--- src/rtl/code_sequencer.sv ---
// Keypad code lock: digit entry, open/auto-relock, code programming and
// brute-force lockout, with a 2-flop synchronised reset release.
module code_sequencer #(
  parameter int          CODE_LEN       = 4,
  parameter logic [15:0] DEFAULT_CODE   = 16'h1234,
  parameter int          MAX_FAILS      = 3,
  parameter int          LOCKOUT_CYCLES = 1000,
  parameter int          OPEN_CYCLES    = 5000
) (
  input  logic       clk,
  input  logic       rst,
  input  logic       key_valid,
  input  logic [3:0] key_code,
  output logic       lock,
  output logic       green,
  output logic       blue,
  output logic       lockout,
  output logic [1:0] fail_count
);

  localparam int          TMAX      = (LOCKOUT_CYCLES > OPEN_CYCLES) ? LOCKOUT_CYCLES : OPEN_CYCLES;
  localparam int          TW        = (TMAX > 1) ? $clog2(TMAX + 1) : 1;
  localparam logic [15:0] CODE_MASK = 16'hFFFF >> (4 * (4 - CODE_LEN));
  localparam logic [2:0]  LEN3      = 3'(CODE_LEN);
  localparam logic [TW-1:0] OPEN_LOAD = TW'(OPEN_CYCLES - 1);
  localparam logic [TW-1:0] LOCK_LOAD = TW'(LOCKOUT_CYCLES - 1);

  typedef enum logic [2:0] {
    S_IDLE,
    S_ENTRY,
    S_OPEN,
    S_PROG,
    S_LOCKOUT
  } state_t;

  state_t        state, state_n;
  logic [15:0]   buffer, buffer_n;
  logic [15:0]   code, code_n;
  logic [2:0]    digit_cnt, digit_cnt_n;
  logic [1:0]    fails_n;
  logic [TW-1:0] timer, timer_n;
  logic          lock_n, green_n, blue_n, lockout_n;

  // Reset asserts immediately but releases only after two clock edges.
  logic [1:0] rst_sync;
  logic       rst_int;

  always_ff @(posedge clk or negedge rst) begin
    if (!rst) rst_sync <= '0;
    else      rst_sync <= {rst_sync[0], 1'b1};
  end

  assign rst_int = rst_sync[1];

  logic       key_ok, is_digit, code_match, cnt_full;
  logic [1:0] fails_inc;

  assign key_ok     = key_valid && (key_code <= 4'hC);
  assign is_digit   = key_code <= 4'd9;
  assign code_match = ((buffer ^ code) & CODE_MASK) == '0;
  assign cnt_full   = digit_cnt == LEN3;
  assign fails_inc  = (fail_count == 2'd3) ? 2'd3 : fail_count + 2'd1;

  always_ff @(posedge clk or negedge rst_int) begin
    if (!rst_int) begin
      state      <= S_IDLE;
      buffer     <= '0;
      code       <= DEFAULT_CODE;
      digit_cnt  <= '0;
      fail_count <= '0;
      timer      <= '0;
      lock       <= 1'b1;
      green      <= 1'b0;
      blue       <= 1'b0;
      lockout    <= 1'b0;
    end else begin
      state      <= state_n;
      buffer     <= buffer_n;
      code       <= code_n;
      digit_cnt  <= digit_cnt_n;
      fail_count <= fails_n;
      timer      <= timer_n;
      lock       <= lock_n;
      green      <= green_n;
      blue       <= blue_n;
      lockout    <= lockout_n;
    end
  end

  always_comb begin
    state_n     = state;
    buffer_n    = buffer;
    code_n      = code;
    digit_cnt_n = digit_cnt;
    fails_n     = fail_count;
    timer_n     = timer;
    case (state)
      S_IDLE, S_ENTRY: begin
        if (key_ok) begin
          if (is_digit) begin
            buffer_n    = {buffer[11:0], key_code};
            digit_cnt_n = (digit_cnt == 3'd4) ? 3'd4 : digit_cnt + 3'd1;
            state_n     = S_ENTRY;
          end else if (key_code == 4'hA) begin
            buffer_n    = '0;
            digit_cnt_n = '0;
            state_n     = S_IDLE;
          end else if (key_code == 4'hB) begin
            buffer_n    = '0;
            digit_cnt_n = '0;
            if (cnt_full && code_match) begin
              state_n = S_OPEN;
              fails_n = '0;
              timer_n = OPEN_LOAD;
            end else begin
              fails_n = fails_inc;
              if (32'(fails_inc) == 32'(MAX_FAILS)) begin
                state_n = S_LOCKOUT;
                timer_n = LOCK_LOAD;
              end else begin
                state_n = S_IDLE;
              end
            end
          end
        end
      end
      S_OPEN: begin
        // A key arriving on the expiry cycle takes precedence over relock.
        if (key_ok) begin
          timer_n = OPEN_LOAD;
          if (key_code == 4'hB) begin
            state_n = S_IDLE;
          end else if (key_code == 4'hC) begin
            state_n     = S_PROG;
            buffer_n    = '0;
            digit_cnt_n = '0;
          end
        end else if (timer == '0) begin
          state_n = S_IDLE;
        end else begin
          timer_n = timer - TW'(1);
        end
      end
      S_PROG: begin
        if (key_ok) begin
          if (is_digit) begin
            buffer_n    = {buffer[11:0], key_code};
            digit_cnt_n = (digit_cnt == 3'd4) ? 3'd4 : digit_cnt + 3'd1;
          end else if (key_code == 4'hA) begin
            state_n     = S_OPEN;
            buffer_n    = '0;
            digit_cnt_n = '0;
            timer_n     = OPEN_LOAD;
          end else if (key_code == 4'hB) begin
            buffer_n    = '0;
            digit_cnt_n = '0;
            if (cnt_full) begin
              code_n  = buffer;
              state_n = S_OPEN;
              timer_n = OPEN_LOAD;
            end
          end
        end
      end
      S_LOCKOUT: begin
        if (timer == '0) begin
          state_n = S_IDLE;
          fails_n = '0;
        end else begin
          timer_n = timer - TW'(1);
        end
      end
      default: state_n = S_IDLE;
    endcase
  end

  // Outputs are decoded from the next state so they register alongside it.
  always_comb begin
    lock_n    = 1'b1;
    green_n   = 1'b0;
    blue_n    = 1'b0;
    lockout_n = 1'b0;
    case (state_n)
      S_OPEN: begin
        lock_n  = 1'b0;
        green_n = 1'b1;
      end
      S_PROG: begin
        lock_n  = 1'b0;
        green_n = 1'b1;
        blue_n  = 1'b1;
      end
      S_LOCKOUT: lockout_n = 1'b1;
      default: ;
    endcase
  end

endmodule

--- config.mk ---
export PLATFORM = sky130hd
export DESIGN_NAME = code_sequencer
export DESIGN_NICKNAME = d
export VERILOG_FILES = /design/src/rtl/code_sequencer.sv
export SDC_FILE = /design/constraint.sdc
export NUM_CORES = 1
export LEC_CHECK = 0
export CORE_ASPECT_RATIO = 0.75
export CORE_UTILIZATION = 45
export DETAILED_ROUTE_END_ITERATION = 12
export PLACE_DENSITY_LB_ADDON = 0.3
export SLEW_MARGIN = 20
export SYNTH_ARGS = -nofsm -noshare
export SYNTH_HDL_FRONTEND = slang
export SYNTH_SLANG_ARGS = --single-unit
--- constraint.sdc ---
create_clock -name clk -period 1.7 [get_ports clk]
set_input_delay 0.255 -clock clk [delete_from_list [all_inputs] [get_ports clk]]
set_output_delay 0.255 -clock clk [all_outputs]
set_load 0.02 [all_outputs]
==> summary.txt, run 1 <==
Run status
  • Status: complete, but fails checks
  • Failing checks: negative setup slack

Synthesis
  • Top_reg_cell synth: dfrtp_1
  • Leading area contributor after synthesis: dfrtp_1
  • Mapped Avg Cell Area: slightly below 10 µm²
  • Yosys warnings: 0
  • Number of synthesized register bits: 59
  • Sequential share of the synthesized area: around half
  • Number of enable flip-flop cells after synthesis: 0
  • Distinct cells, synth: 40
  • Synth top area share: 46.1%
  • Synth area leaders: dfrtp_1 (46%), nand2_1 (7.2%), mux2_2 (6.7%), dfstp_2 (5.5%), nand3_1 (4.0%)
  • Cells after Synth: 299
  • Post-synth ARST share: 100%
  • Mapped cell area: 0.00287 mm²
  • Syn nets: 309

Critical path
  • Critical path type: reg -> reg
  • CP Data Required Time: 1.94 ns
  • Slowest stage delay, CP: 0.52 ns
  • CP max stage cell: or4_4
  • CP startpoint kind: register
  • Setup slack, reg-to-reg: -0.50 ns
  • Critical path fanouts, max: 4
  • Crit end category: register
  • CP arrival: 2.43 ns
  • Crit-path cells: inv_2 -> ha_4 -> nand2b_4 -> or4_4 -> buf_4 -> nor4_2 -> buf_4 -> a21oi_1 -> o21ai_1 -> o21ai_1

Routing
  • Final antenna-violating net count: 0
  • DRC: 0
  • Routed wire length: 7230 µm
  • Routed wire per std cell: ~15 µm
  • Vias per cell: between 5 and 6
  • DRT Pass-1 Iters: 4
  • Via count: 2,532
  • Initial DRC count: approximately 200

Floorplanning
  • Starting density of the core: 48.1%
  • Die Y: 71.2 µm
  • Width of the die: between 90 and 100 µm
  • DIE AREA: about 0.0067 mm²
  • Core ar.: around 0.006 mm²
  • Num ports: 13
  • Row cnt: 24

Global routing
  • Initial antenna violation count: 0
  • Vias in the first global route: 2,447
  • Tot GR Track Use: 22.9%
  • GR Overflow Total: 0
  • Global-route wire length before repair: 11,400 µm
  • Largest net degree at the start of global routing: 33

Layout
  • Antenna diodes: 0
  • Nets: 397
  • Synth-to-layout area growth: 44.0%
  • Share of cells above drive strength 1: around two fifths

Clock tree
  • CTS tree: done
  • Worst skew pair latency: 0.35 ns
  • Clk buf depth: 2
  • Sink Count: 59
  • Clock root cell: clkbuf_8
  • H-tree Lvls: 3
  • Worst-path clk slew: 0.07 ns
  • CTS buffer count: 9

Timing
  • RSZ-0062 raised after global routing: true
  • Achievable Freq: 455 MHz
  • Max Slew Vio Count: 0
  • Min cycle time layout: 2.20 ns
  • Final worst slack: -0.497 ns
  • Final setup viols: 20
  • Max Clock Skew: 0.00804 ns
  • Final hold violation count: 0
  • Fin crit share: 129%

Placement
  • Buffers on Ports: 12
  • RD Place Congestion: 0.842
  • Dpl ws: -0.489 ns
  • Final HPWL DP: 4580 µm

Job
  • Maxcap violations: 0

Pwr
  • Power Total: approximately 5.2 mW
  • Leakage: about 2 nW
  • PD cells: 1260 mW/mm²
  • Worst VDD drop: between 700 and 800 µV

Worst hold path
  • Hold crit path type: in -> async
## synth_stat cells (all sizes together), types with 8 or more instances
master	count
nand3	23
clkbuf	10
a21oi	16
nor2	16
nand2	55
dfrtp	53
nor3	8
xnor2	10
mux2	17
o21ai	22
## through the flow
step / hold WS (ns) / std cells / TNS, ns / area [µm²] / util [%]
floorplan: -0.0406 / 299 / -4.84 / 2890 / -
detailed placement: 0.235 / 445 / -19.37 / 3630 / 60.7
global route: 0.0595 / 470 / -9.31 / 4140 / 69.2
finish: 0.0706 / 470 / -7.79 / 4140 / 69.2
CTS: 0.0629 / 465 / -6.43 / 3900 / 65.2
global placement: 0.233 / 445 / -18.48 / 3630 / 60.7
## state kept, by name (all words and copies together), names as in the netlist
name and count:
code 16, rst_sync 2, state 3, timer 13, buffer 16, blue 1
fail_count 2, green 1, digit_cnt 3, lock 1, lockout 1
## per-layer routing
| layer | vias to the layer above | track usage (%) | share of wire (%) | wire length, µm |
|---|---|---|---|---|
| li1 | 1229 | - | - | - |
| met1 | 1230 | 31.9 | 48 | 3480 |
| met2 | 60 | 32.9 | 44 | 3220 |
| met3 | 13 | 7.22 | 5.1 | 368 |
| met4 | 0 | 9.91 | 2.3 | 163 |
| met5 | - | 0 | 0 | 0 |
## power breakdown
part           internal, mW  total (mW)  switching, mW
Combinational          1.02        2.02           1.00
Sequential             1.68        1.91          0.229
Clock                 0.709        1.28          0.573
Total                  3.41        5.21           1.80
## logic make-up (layout without fill, tap and decap cells)
logic type | Yosys count | count (layout) | synth area share, %
XOR/XNOR | 16 | 16 | 4.88
AND/OR/NAND/NOR | 130 | 130 | 21.5
AO/OA/AOI/OAI | 55 | 55 | 11.4
adder cells (fa/ha/maj) | 3 | 3 | 1.31
multiplexers | 17 | 17 | 6.66
other | 1 | 1 | 0.130
buffers and inverters | 18 | 111 | 2.44
flip-flops | 59 | 59 | 51.6
## final cells by class
type | instances | area, µm²
clock inverters | 5 | 52.6
inverters | 6 | 22.5
flip-flops and latches | 59 | 1490
multi-input cells | 222 | 1550
well taps | 78 | 97.6
repair buffers | 89 | 792
fillers | 436 | 1840
clock buffers | 11 | 141
## path summary, 6_finish.rpt
kind | from | endpoint | depth (start not counted)
setup / recovery | timer[0]$_DFFE_PN0P_ | timer[10]$_DFFE_PN0P_ | 10
hold / removal | rst | rst_sync[0]$_DFF_PN0_ | 1
setup reg to reg | timer[0]$_DFFE_PN0P_ | timer[10]$_DFFE_PN0P_ | 10
hold reg to reg | rst_sync[1]$_DFF_PN0_ | timer[5]$_DFFE_PN0P_ | 1
max in group asynchronous | rst_sync[1]$_DFF_PN0_ | code[5]$_DFFE_PN1P_ | 1
min in group clk | key_code[2] | buffer[2]$_DFFE_PN0P_ | 3
## placed cells by master, fill, tap and decap left out, types with 4 or more instances in the layout
cell type,synthesis,final
nor3_1,7,5
inv_2,0,4
a21oi_1,16,10
nand2_1,55,52
nand3_1,23,22
buf_12,0,5
clkbuf_8,0,10
xor2_1,6,6
o21ai_1,0,7
a21oi_2,0,6
a22o_1,5,5
buf_4,0,69
xnor2_1,10,8
nand4_1,5,5
mux2_2,17,17
clkdlybuf4s50_1,0,8
o21ai_2,1,4
dfstp_2,6,6
dfrtp_1,53,51
nor2_1,16,13
o21ai_0,21,11
## critical path, delay by kind of cell (launching register included)
kind                       cells  cell delay (ns)
and+or+nand+nor                3             0.82
buffers and inverters          3             0.44
adders and majority gates      1             0.15
DFF                            1             0.41
AOI/OAI and AO/OA              3             0.27
## timing repair
action | in CTS | in global routing
buffers inserted | 4 | 4
resized for setup | 15 | 48
pin swaps | 3 | 20
endpoints found under the setup margin | 38 | 41
cloned | 0 | 1
hold buffers | 0 | 0
Power figures use the tool's default switching activity.
==> run 2: changes to the inputs <==
--- a/config.mk
+++ b/config.mk
@@ -6,6 +6,7 @@
 export NUM_CORES = 1
 export LEC_CHECK = 0
 export CORE_ASPECT_RATIO = 0.75
+export CORE_MARGIN = 3
 export CORE_UTILIZATION = 45
 export DETAILED_ROUTE_END_ITERATION = 12
 export PLACE_DENSITY_LB_ADDON = 0.3
==> summary.txt, run 2 (same netlist as run 1, synthesis figures left out) <==
Run status
  • Status: complete, but fails checks (unchanged)
  • Failing checks: negative setup slack (unchanged)

Timing
  • Max Clock Skew: 0.0128 ns (was 0.00804 ns)
  • Fin crit share: 131% (was 129%)
  • Final setup viols: 21 (was 20)
  • RSZ-0062 raised after global routing: true (unchanged)
  • Achievable Freq: 451 MHz (was 455 MHz)
  • Final worst slack: -0.519 ns (was -0.497 ns)
  • Final hold violation count: 0 (unchanged)
  • Min cycle time layout: 2.22 ns (was 2.20 ns)
  • Max Slew Vio Count: 0 (unchanged)
  • Hold_ws: 0.0819 ns (was 0.0706 ns)

Placement
  • Final HPWL DP: 4850 µm (was 4580 µm)
  • Dpl ws: -0.543 ns (was -0.489 ns)
  • RD Place Congestion: 0.892 (was 0.842)
  • Area after DPL: 0.00360 mm² (was 0.00363 mm²)
  • Buffers on Ports: 12 (unchanged)

Global routing
  • Vias in the first global route: 2,666 (was 2,447)
  • GR Overflow Total: 0 (unchanged)
  • Tot GR Track Use: 23.1% (was 22.9%)
  • Global-route wire length before repair: 13,100 µm (was 11,400 µm)
  • Largest net degree at the start of global routing: 50 (was 33)
  • Initial antenna violation count: 0 (unchanged)

Pwr
  • Worst VDD drop: 809 µV (was 792 µV)
  • PD cells: 1300 mW/mm² (was 1260 mW/mm²)
  • Leakage: 2.03 nW (was 1.95 nW)

Clock tree
  • CTS buffer count: 9 (unchanged)
  • CTS tree: done (unchanged)
  • Sink Count: 59 (unchanged)
  • Clock root cell: clkbuf_8 (unchanged)
  • H-tree Lvls: 3 (unchanged)
  • Clk buf depth: 2 (unchanged)
  • Worst skew pair latency: 0.34 ns (was 0.35 ns)
  • Worst-path clk slew: 0.07 ns (about the same)

Routing
  • DRC: 0 (unchanged)
  • Met2 wire length: 3770 µm (was 3220 µm)
  • Final antenna-violating net count: 0 (unchanged)
  • Routed wire length: 7970 µm (was 7230 µm)
  • Initial DRC count: 186 (was 202)
  • Via count: 2,631 (was 2,532)
  • DRT Pass-1 Iters: 4 (unchanged)
  • DRT met1 WL: 3740 µm (was 3480 µm)
  • Top sig layer: met4 (unchanged)
  • Routed wl met3: 339 µm (was 368 µm)
  • Routed wire per std cell: 16.4 µm (was 15.4 µm)
  • Vias per cell: 5.41 (was 5.39)

Layout
  • Antenna diodes: 0 (unchanged)
  • Most frequent cells in the layout: buf_4 (78), nand2_1 (52), dfrtp_1 (51) (was buf_4 (69), nand2_1 (52), dfrtp_1 (51))
  • Nets: 413 (was 397)
  • Most common cell after layout, fill and taps aside: buf_4 (unchanged)
  • Final Cell Area: 0.00431 mm² (was 0.00414 mm²)
  • Share of cells above drive strength 1: 44.4% (was 41.1%)
  • Top flop regs: buffer: 16 flops, code: 16 flops, timer: 13 flops (unchanged)
  • Utilization after layout: 71.8% (was 69.2%)
  • Synth-to-layout area growth: 50.0% (was 44.0%)

Floorplanning
  • Starting density of the core: 47.9% (was 48.1%)
  • Core ar.: 0.00601 mm² (was 0.00598 mm²)
  • Die Y: 75.2 µm (was 71.2 µm)
  • Width of the die: 98.3 µm (was 94.3 µm)
  • Num ports: 13 (unchanged)
  • DIE AREA: 0.00739 mm² (was 0.00671 mm²)
  • Row cnt: 24 (unchanged)

Critical path
  • Critical path fanouts, max: 5 (was 4)
  • CP Data Required Time: 1.92 ns (was 1.94 ns)
  • CP startpoint kind: register (unchanged)
  • R2r worst-path depth: 6 (was 10)
  • Critical path type: reg -> reg (unchanged)
  • CP arrival: 2.44 ns (was 2.43 ns)
  • Crit end category: register (unchanged)

Job
  • Maxcap violations: 0 (unchanged)

Worst hold path
  • Hold crit path type: in -> async (unchanged)
run 2: worst paths after layout:
kind	from	endpoint	slack [ns]
worst min register to register	rst_sync[1]$_DFF_PN0_	timer[8]$_DFFE_PN0P_	0.13
max in group asynchronous	rst_sync[1]$_DFF_PN0_	lock$_DFF_PN1_	0.96
worst max-delay path	timer[8]$_DFFE_PN0P_	fail_count[1]$_DFFE_PN0P_	-0.52
worst max register to register	timer[8]$_DFFE_PN0P_	fail_count[1]$_DFFE_PN0P_	-0.52
min in group clk	key_code[2]	buffer[2]$_DFFE_PN0P_	0.25
worst min-delay path	rst	rst_sync[0]$_DFF_PN0_	0.08
run 2: what timing repair did:
action | in CTS | in global routing
resized for setup | 56 | 32
hold buffers | 0 | 0
pin swaps | 21 | 18
gates cloned | 1 | 0
hold endpoints to repair | 0 | 0
setup buffers | 15 | 11
setup endpoints to repair | 52 | 56
run 2: worst max-delay path, stage by stage, from the launching register on:
cell and delay (ns):
dfrtp_1 0.43, or3_4 0.35, or4_4 0.46, or3_4 0.44, o21ai_2 0.18, nand2_1 0.07, a22o_1 0.18
run 2: per-layer routing:
metal  vias up  track usage [%]
li1       1260                -
met1      1295             31.2
met2        62             36.9
met3        14             5.83
met4         0             7.58
met5         -                0
run 2: cell type report:
class	count	area [µm²]
clock buffer	12	145
clock inverter	4	75.1
fill	402	1700
inverter	6	22.5
multi-input combinational	222	1570
sequential	59	1490
tap	78	97.6
timing repair buffer	105	915
run 2: report_power, final:
group	switching (mW)	internal (mW)	total [mW]	leakage, nW
registers	0.243	1.68	1.92	0.751
clock network	0.552	0.866	1.42	0.103
logic	1.11	1.16	2.27	1.18
total	1.91	3.71	5.61	2.03
run 2: metrics by stage:
stage	cells	TNS, ns	power, mW
2_1_floorplan	299	-4.84	2.70
6_report	486	-8.04	5.61
3_3_place_gp	446	-18.27	3.47
5_1_grt	486	-9.61	5.92
4_1_cts	476	-7.21	5.37
3_5_place_dp	446	-19.89	3.53
